## src/rtl/pipe_pkg.sv

```systemverilog
//==============================================================================
// Module      : pipe_pkg
// Description : Shared types and constants for the CPU pipeline register stages.
// Revision    : 1.0
//==============================================================================
`default_nettype none

package pipe_pkg;

    localparam int          INSTR_W_DEF   = 32;
    localparam int          PC_W_DEF      = 32;
    localparam logic [31:0] NOP_INSTR_DEF = 32'h0000_0000;

    typedef enum logic [1:0] {
        EMPTY = 2'd0,
        ONE   = 2'd1,
        FULL  = 2'd2
    } pipe_state_t;

    // Number of held entries for a given stage state.
    function automatic logic [1:0] occ_of(input pipe_state_t s);
        case (s)
            ONE:     occ_of = 2'd1;
            FULL:    occ_of = 2'd2;
            default: occ_of = 2'd0;
        endcase
    endfunction

endpackage

`default_nettype wire

```

## src/rtl/if_id_skid.sv

```systemverilog
//==============================================================================
// Module      : if_id_skid
// Description : IF/ID pipeline register with two-entry skid buffer and flush.
// Revision    : 1.0
//==============================================================================
`default_nettype none

module if_id_skid
    import pipe_pkg::*;
#(
    parameter int                 INSTR_W   = INSTR_W_DEF,
    parameter int                 PC_W      = PC_W_DEF,
    parameter logic [INSTR_W-1:0] NOP_INSTR = INSTR_W'(NOP_INSTR_DEF)
) (
    input  logic               clk,
    input  logic               rst,
    input  logic               flush,
    input  logic               in_valid,
    output logic               in_ready,
    input  logic [INSTR_W-1:0] in_instr,
    input  logic [PC_W-1:0]    in_npc,
    output logic               out_valid,
    input  logic               out_ready,
    output logic [INSTR_W-1:0] out_instr,
    output logic [PC_W-1:0]    out_npc,
    output logic [1:0]         occupancy
);

    pipe_state_t        r_state;
    pipe_state_t        w_state_nxt;
    logic [INSTR_W-1:0] r_skid_instr;
    logic [PC_W-1:0]    r_skid_npc;
    logic               w_in_fire;
    logic               w_out_fire;

    assign w_in_fire  = in_valid & in_ready;
    assign w_out_fire = out_valid & out_ready;

    always_comb begin
        w_state_nxt = r_state;
        case (r_state)
            EMPTY: if (w_in_fire) w_state_nxt = ONE;
            ONE: begin
                if (w_in_fire && !w_out_fire)      w_state_nxt = FULL;
                else if (!w_in_fire && w_out_fire) w_state_nxt = EMPTY;
            end
            FULL:    if (w_out_fire) w_state_nxt = ONE;
            default: w_state_nxt = EMPTY;
        endcase
    end

    // Handshake flags are registered from the next state so that in_ready
    // never depends combinationally on out_ready.
    always_ff @(posedge clk) begin
        if (rst || flush) begin
            r_state   <= EMPTY;
            in_ready  <= 1'b1;
            out_valid <= 1'b0;
            out_instr <= NOP_INSTR;
            out_npc   <= '0;
            occupancy <= 2'd0;
        end else begin
            r_state   <= w_state_nxt;
            in_ready  <= (w_state_nxt != FULL);
            out_valid <= (w_state_nxt != EMPTY);
            occupancy <= occ_of(w_state_nxt);
            case (r_state)
                EMPTY: begin
                    if (w_in_fire) begin
                        out_instr <= in_instr;
                        out_npc   <= in_npc;
                    end
                end
                ONE: begin
                    if (w_in_fire && w_out_fire) begin
                        out_instr <= in_instr;
                        out_npc   <= in_npc;
                    end else if (w_in_fire) begin
                        r_skid_instr <= in_instr;
                        r_skid_npc   <= in_npc;
                    end else if (w_out_fire) begin
                        out_instr <= NOP_INSTR;
                        out_npc   <= '0;
                    end
                end
                FULL: begin
                    if (w_out_fire) begin
                        out_instr <= r_skid_instr;
                        out_npc   <= r_skid_npc;
                    end
                end
                default: begin
                    out_instr <= NOP_INSTR;
                    out_npc   <= '0;
                end
            endcase
        end
    end

endmodule

`default_nettype wire
```

## config.mk

```make
export PLATFORM = sky130hd
export DESIGN_NAME = if_id_skid
export DESIGN_NICKNAME = d
export VERILOG_FILES = /design/src/rtl/pipe_pkg.sv /design/src/rtl/if_id_skid.sv
export SDC_FILE = /design/constraint.sdc
export NUM_CORES = 1
export LEC_CHECK = 0
export ABC_AREA = 1
export BUFFER_PORTS_ARGS = -buffer_cell sky130_fd_sc_hd__buf_4
export CORE_MARGIN = 5
export CORE_UTILIZATION = 56
export CTS_BUF_LIST = sky130_fd_sc_hd__clkbuf_4 sky130_fd_sc_hd__clkbuf_8
export DETAILED_ROUTE_END_ITERATION = 10
export PLACE_DENSITY = 0.84
export SLEW_MARGIN = 20
export SYNTH_ARGS = -nofsm -noshare
export SYNTH_HDL_FRONTEND = slang
export SYNTH_SLANG_ARGS = --single-unit
```

## constraint.sdc

```tcl
create_clock -name clk -period 6.4 [get_ports clk]
set_clock_uncertainty 0.1 [all_clocks]
set_input_delay 0.32 -clock clk [delete_from_list [all_inputs] [get_ports clk]]
set_output_delay 0.32 -clock clk [all_outputs]
set_load 0.01 [all_outputs]
```

==> Yosys cells after proc, flatten, opt, wreduce, memory -nomap -nowiden <==
Cells that the tools add are included.
{ "totals": {"reg_bits": 134, "inputBits": 69, "wordCells": 47, "out_inout_bits": 68} }
{ "classes": {"n_reduce_logical": 10, "bitwise_logic": 4, "eq_ne": 9, "mux": 16} }
{ "op_table": {"columns": ["operator", "n"], "rows": [
  ["$mux 32", 8],
  ["$pmux 32 s3", 2],
  ["$mux 2", 4],
  ["$reduce_and 4->1", 2],
  ["$ne 2x2->1 const B", 3],
  ["$ne 3x3->1 const B", 2],
  ["$pmux 2 s3", 1],
  ["$eq 2x1->1 const B", 2],
  ["$eq 2x2->1 const B", 2],
  ["$pmux 2 s2", 1],
  ["$logic_and 1x1->1", 3],
  ["$and 1x1->1", 2],
  ["$logic_not 1->1", 2],
  ["$logic_not 2->1", 1],
  ["$not 1->1", 2],
  ["$reduce_bool 2->1", 1],
  ["$logic_or 1x1->1", 1]
]} }

==> Depth between registers and ports, before layout <==
{ "depth": {"ltp_word": 8, "ltp_mapped": 9, "depth_no_buf": 8} }

==> Worst setup path after synthesis <==
Ideal clock, no wire load.
{ "synth_timing": {"kind": "input-to-reg", "startpoint": "input flush", "endpoint": "register r_skid_instr[0] (enable)", "arrival_time_ns": 5.142, "path_slack_ns": 0.593, "required_time_ns": 5.735, "path_stages": 4, "setup_time_ns": 0.565, "cell_sequence": "nor2_1 -> clkinv_1 -> buf_2 -> nor3_1"} }
{ "synth_via": {"elab_chain_len": 3} }
{ "synth_rtl": {"columns": ["item", "line_no", "source"], "rows": [
  ["start: declaration", "if_id_skid.sv:17", "input logic flush,"],
  ["$logic_or 1x1->1", "if_id_skid.sv:55", "if (rst || flush) begin"],
  ["$not 1->1 (no line)", null, null],
  ["$reduce_and 4->1 (no line)", null, null],
  ["end signal: assignment", "if_id_skid.sv:79", "r_skid_instr <= in_instr;"],
  ["end: declaration", "if_id_skid.sv:31", "logic [INSTR_W-1:0] r_skid_instr;"]
]} }
Every way passes these cells.
A chain may end at the register's enable or synchronous reset.

==> Worst setup path after layout <==
{ "layout_timing": {"startpoint": "register r_state[0]", "endpoint": "register out_npc[7]"} }
{ "layout_via": {"elab_chain_len": 3, "elab_cells_between_ends": 9} }
{ "layout_rtl": {"columns": ["item", "line_no", "source"], "rows": [
  ["start: declaration", "if_id_skid.sv:29", "pipe_state_t r_state;"],
  ["start signal: assignment", "if_id_skid.sv:63", "r_state <= w_state_nxt;"],
  ["$eq 2x1->1 (tied with other cells)", "if_id_skid.sv:67", "case (r_state)"],
  ["$ne 3x3->1 (no line) / $ne 2x2->1 (equally long branches)", null, null],
  ["$reduce_and 4->1 (no line)", null, null],
  ["end signal: assignment", "if_id_skid.sv:71", "out_npc <= in_npc;"],
  ["end signal: assignment", "if_id_skid.sv:77", "out_npc <= in_npc;"],
  ["end signal: assignment", "if_id_skid.sv:89", "out_npc <= r_skid_npc;"],
  ["end: declaration", "if_id_skid.sv:25", "output logic [PC_W-1:0] out_npc,"]
]} }
Parallel ways exist; a longest one is shown, timed or not.

==> flow_summary.yaml <==
drt:
  vias: 5610
  route.detailed.drc: 0
  drtIter0Drc: 509
  first_pass_iters: 6
  viasPerCell: 5.66
  routed_wirelength_um: 16700
  ant_nets: 0
  detail_route.wl_per_cell_um: 16.9
power_and_ir_drop:
  sequentialPowerShare_pct: 46.8
  p_per_area_mw_per_mm2: 247
  clkPwrFrac_pct: 39.9
  switching_share_pct: 24.7
  p_int_mw: 1.49
  leakagePower_nw: 3.17
  p_comb_share_pct: 13.3
  switchingPower_mw: 0.491
  peakVddDrop_mv: 0.167
timing:
  rsz0062_at_grt: "false"
  worst-slew-pin-transition_ns: 1.07
  worst_hold_slack_ns: 0.230
  hold_violations: 0
  period_needed_ns: 3.55
  setup_viol: 0
  min_period_over_period_pct: 55.4
  setup_ws_ns: 2.85
  clock.fmax_ghz: 0.282
  final.setup.tns_ns: 0
  slew_headroom_pct: 28.7
  final-max-slew-violation-count: 0
setup_path:
  crit_chain: "inv_2 -> nand2_2 -> clkinv_2 -> nand2_4 -> nand2_4 -> nand2_1 -> a21oi_2"
  reg2reg_slack_ns: 2.85
  startpoint: "r_state[0]$_SDFF_PP0_"
  cp.required_ns: 6.57
  slowest_stage: "nand2_4"
  startpoint_type: "register"
  reg2reg_to: "out_npc[7]$_SDFFE_PP0P_"
  rr_worst_depth: 7
  cp.arrival_ns: 3.71
  crit_type: "register to register"
  setup.worst_path.end: "out_npc[7]$_SDFFE_PP0P_"
  critPathMostFrequentCell: "nand2_4"
  cp_top_family: "simple AND/OR/NAND/NOR gates"
  crit_fanout: 65
  cp.depth: 7
  end_kind: "register"
  max_stage_delay_ns: 0.93
  r2r-start: "r_state[0]$_SDFF_PP0_"
  critPathBufInv: 2
min_path:
  hp-class: "input pin to register"
  min_path_cells: 4
  hold_start: "out_ready"
global_route:
  grt_pass1_vias: 5640
  grt_pass1_wl_um: 26900
  antenna_found_initial: 0
  grt_max_degree: 71
  grtUsageTotal_pct: 25.8
  grt-ovfl-total: 0
floorplan:
  die_h_um: 114
  ios: 137
  rows: 38
  core_area_sq_mm: 0.0107
  die_area_sq_mm: 0.0130
  die_x_um: 114
  initial_utilization_pct: 56.5
logic_synthesis:
  yosysWarnings: 0
  yosys_register_bits: 134
  syn_area_sq_mm: 0.00607
  synthTopCellsByArea: "edfxtp_1, dfxtp_1, nand3_1, nand2_1, a21oi_2"
  syn_avg_cell_area_sq_um: 9.10
  synthCells: 667
  yosys.area.top_type: "edfxtp_1"
  ys_seq_area_share_pct: 54.7
  ys_types: 22
  syn_nets: 736
  netlist.area_leader.share_pct: 31.7
layout:
  fillerInstances: 751
  layout-drive-gt1-share_pct: 28.2
  antennaDiodeCount: 0
  post-route-util_pct: 74.9
  syn_to_final_growth_pct: 32.5
  ff_latch_area_sq_mm: 0.00332
  multi_input_area_sq_mm: 0.00236
  nets: 907
  final_cell_area_sq_mm: 0.00805
placed_design:
  port_buffers: 136
  place_area_sq_mm: 0.00695
  gp_congestion: 0.801
  post-place-ws_ns: 2.98
  hpwl_um: 9690
clocking:
  htree_levels: 4
  cts.repair.resized: 0
  clkLatencyLatePin_ns: 0.42
  root_buffer: "clkbuf_8"
  clkSlewWorstSetupHoldPaths_ns: 0.08
  cts_setup_buffers: 0
  cts_tree: "yes"
  cts_hold_buf: 62
  cts_buffer_depth: 2
  cts_made_buffers: 17
  clock_sinks: 134
flow_run:
  drv_cap: 0
outcome:
  status: "finished, final reports clean"
-- cell families (layout without fill, tap and decap cells) --
group,Yosys count,in the layout,share of synthesized area [%]
xor+xnor,1,1,0.144
buf+inv,60,244,6.84
flops,134,134,54.7
simple gates,406,406,29.6
compound gates,66,66,8.72
-- cell type report --
| class | count | share of cell area (%) |
|---|---|---|
| Multi-Input combinational cell | 473 | 29.3 |
| Tap cell | 140 | 2.18 |
| Clock inverter | 11 | 2.15 |
| Inverter | 6 | 0.311 |
| Sequential cell | 134 | 41.3 |
| Timing Repair Buffer | 206 | 21.2 |
| Clock buffer | 21 | 3.51 |
-- worst min-delay path by stage --
stage,slack [ns],to
after floorplan,0.32,r_skid_instr[0]$_DFFE_PP_
after global placement,0.38,out_npc[19]$_SDFFE_PP0P_
after detailed placement,0.38,out_npc[19]$_SDFFE_PP0P_
after CTS,0.002,r_skid_npc[8]$_DFFE_PP_
after global routing,0.25,r_state[1]$_SDFF_PP0_
final,0.23,r_state[1]$_SDFF_PP0_
-- through the flow --
stage / power [mW] / cells
floorplan: 1.09 / 667
global placement: 1.17 / 895
detailed placement: 1.18 / 895
CTS: 1.99 / 989
global route: 2.06 / 991
finish: 1.98 / 991
-- power by group through the flow --
| stage | clock (mW) | sequential (mW) | combinational [mW] |
|---|---|---|---|
| after floorplan | 0 | 0.953 | 0.142 |
| after global placement | 0 | 0.946 | 0.221 |
| after detailed placement | 0 | 0.947 | 0.230 |
| after CTS | 0.797 | 0.928 | 0.261 |
| after global routing | 0.845 | 0.930 | 0.289 |
| final | 0.792 | 0.928 | 0.264 |
-- cell usage in the layout, fill, tap and decap left out --
master | Yosys | routed
a21oi_1 | 11 | 11
a21oi_2 | 53 | 53
buf_4 | 17 | 142
bufinv_16 | 0 | 4
clkbuf_4 | 0 | 1
clkbuf_8 | 0 | 20
clkinv_2 | 0 | 4
clkinv_4 | 0 | 3
clkinvlp_4 | 0 | 1
dfxtp_1 | 70 | 70
dlygate4sd3_1 | 0 | 64
edfxtp_1 | 64 | 64
inv_1 | 2 | 2
inv_2 | 3 | 2
inv_6 | 0 | 1
nand2_1 | 201 | 201
nand2_2 | 4 | 1
nand2_4 | 0 | 3
nand3_1 | 191 | 191
nand3_2 | 1 | 1
nor2_1 | 6 | 5
nor2_4 | 2 | 3
nor3_2 | 0 | 1
o21ai_0 | 2 | 2
xnor2_1 | 1 | 1
-- layer usage --
layer | vias to the layer above | share of wire (%) | track usage, %
li1 | 2631 | - | -
met1 | 2614 | 38 | 31.5
met2 | 309 | 50 | 43.7
met3 | 56 | 8.3 | 5.23
met4 | 0 | 3.7 | 12.4
met5 | - | 0 | 0
-- tightest hold or removal path: cells and delay by family --
kind                   cells  cell delay, ns
AND/OR/NAND/NOR            3            0.30
buffers and inverters      1            0.08
-- registers in the layout, summed over array words and instances, names as in the netlist --
name	flops
occupancy	2
r_skid_instr	32
out_valid	1
r_skid_npc	32
out_instr	32
out_npc	32
r_state	2
in_ready	1
-- Yosys cell counts --
library cell  instances
nand2_1             201
nand3_1             191
dfxtp_1              70
edfxtp_1             64
a21oi_2              53
buf_2                22
buf_4                17
a21oi_1              11
buf_8                 6
clkbuf_1              6
nor2_1                6
nand2_2               4
inv_2                 3
buf_6                 2
inv_1                 2
nor2_4                2
o21ai_0               2
buf_12                1
clkinv_1              1
nand3_2               1
nor3_1                1
xnor2_1               1
Note: power is estimated with default switching activity, not from simulation.
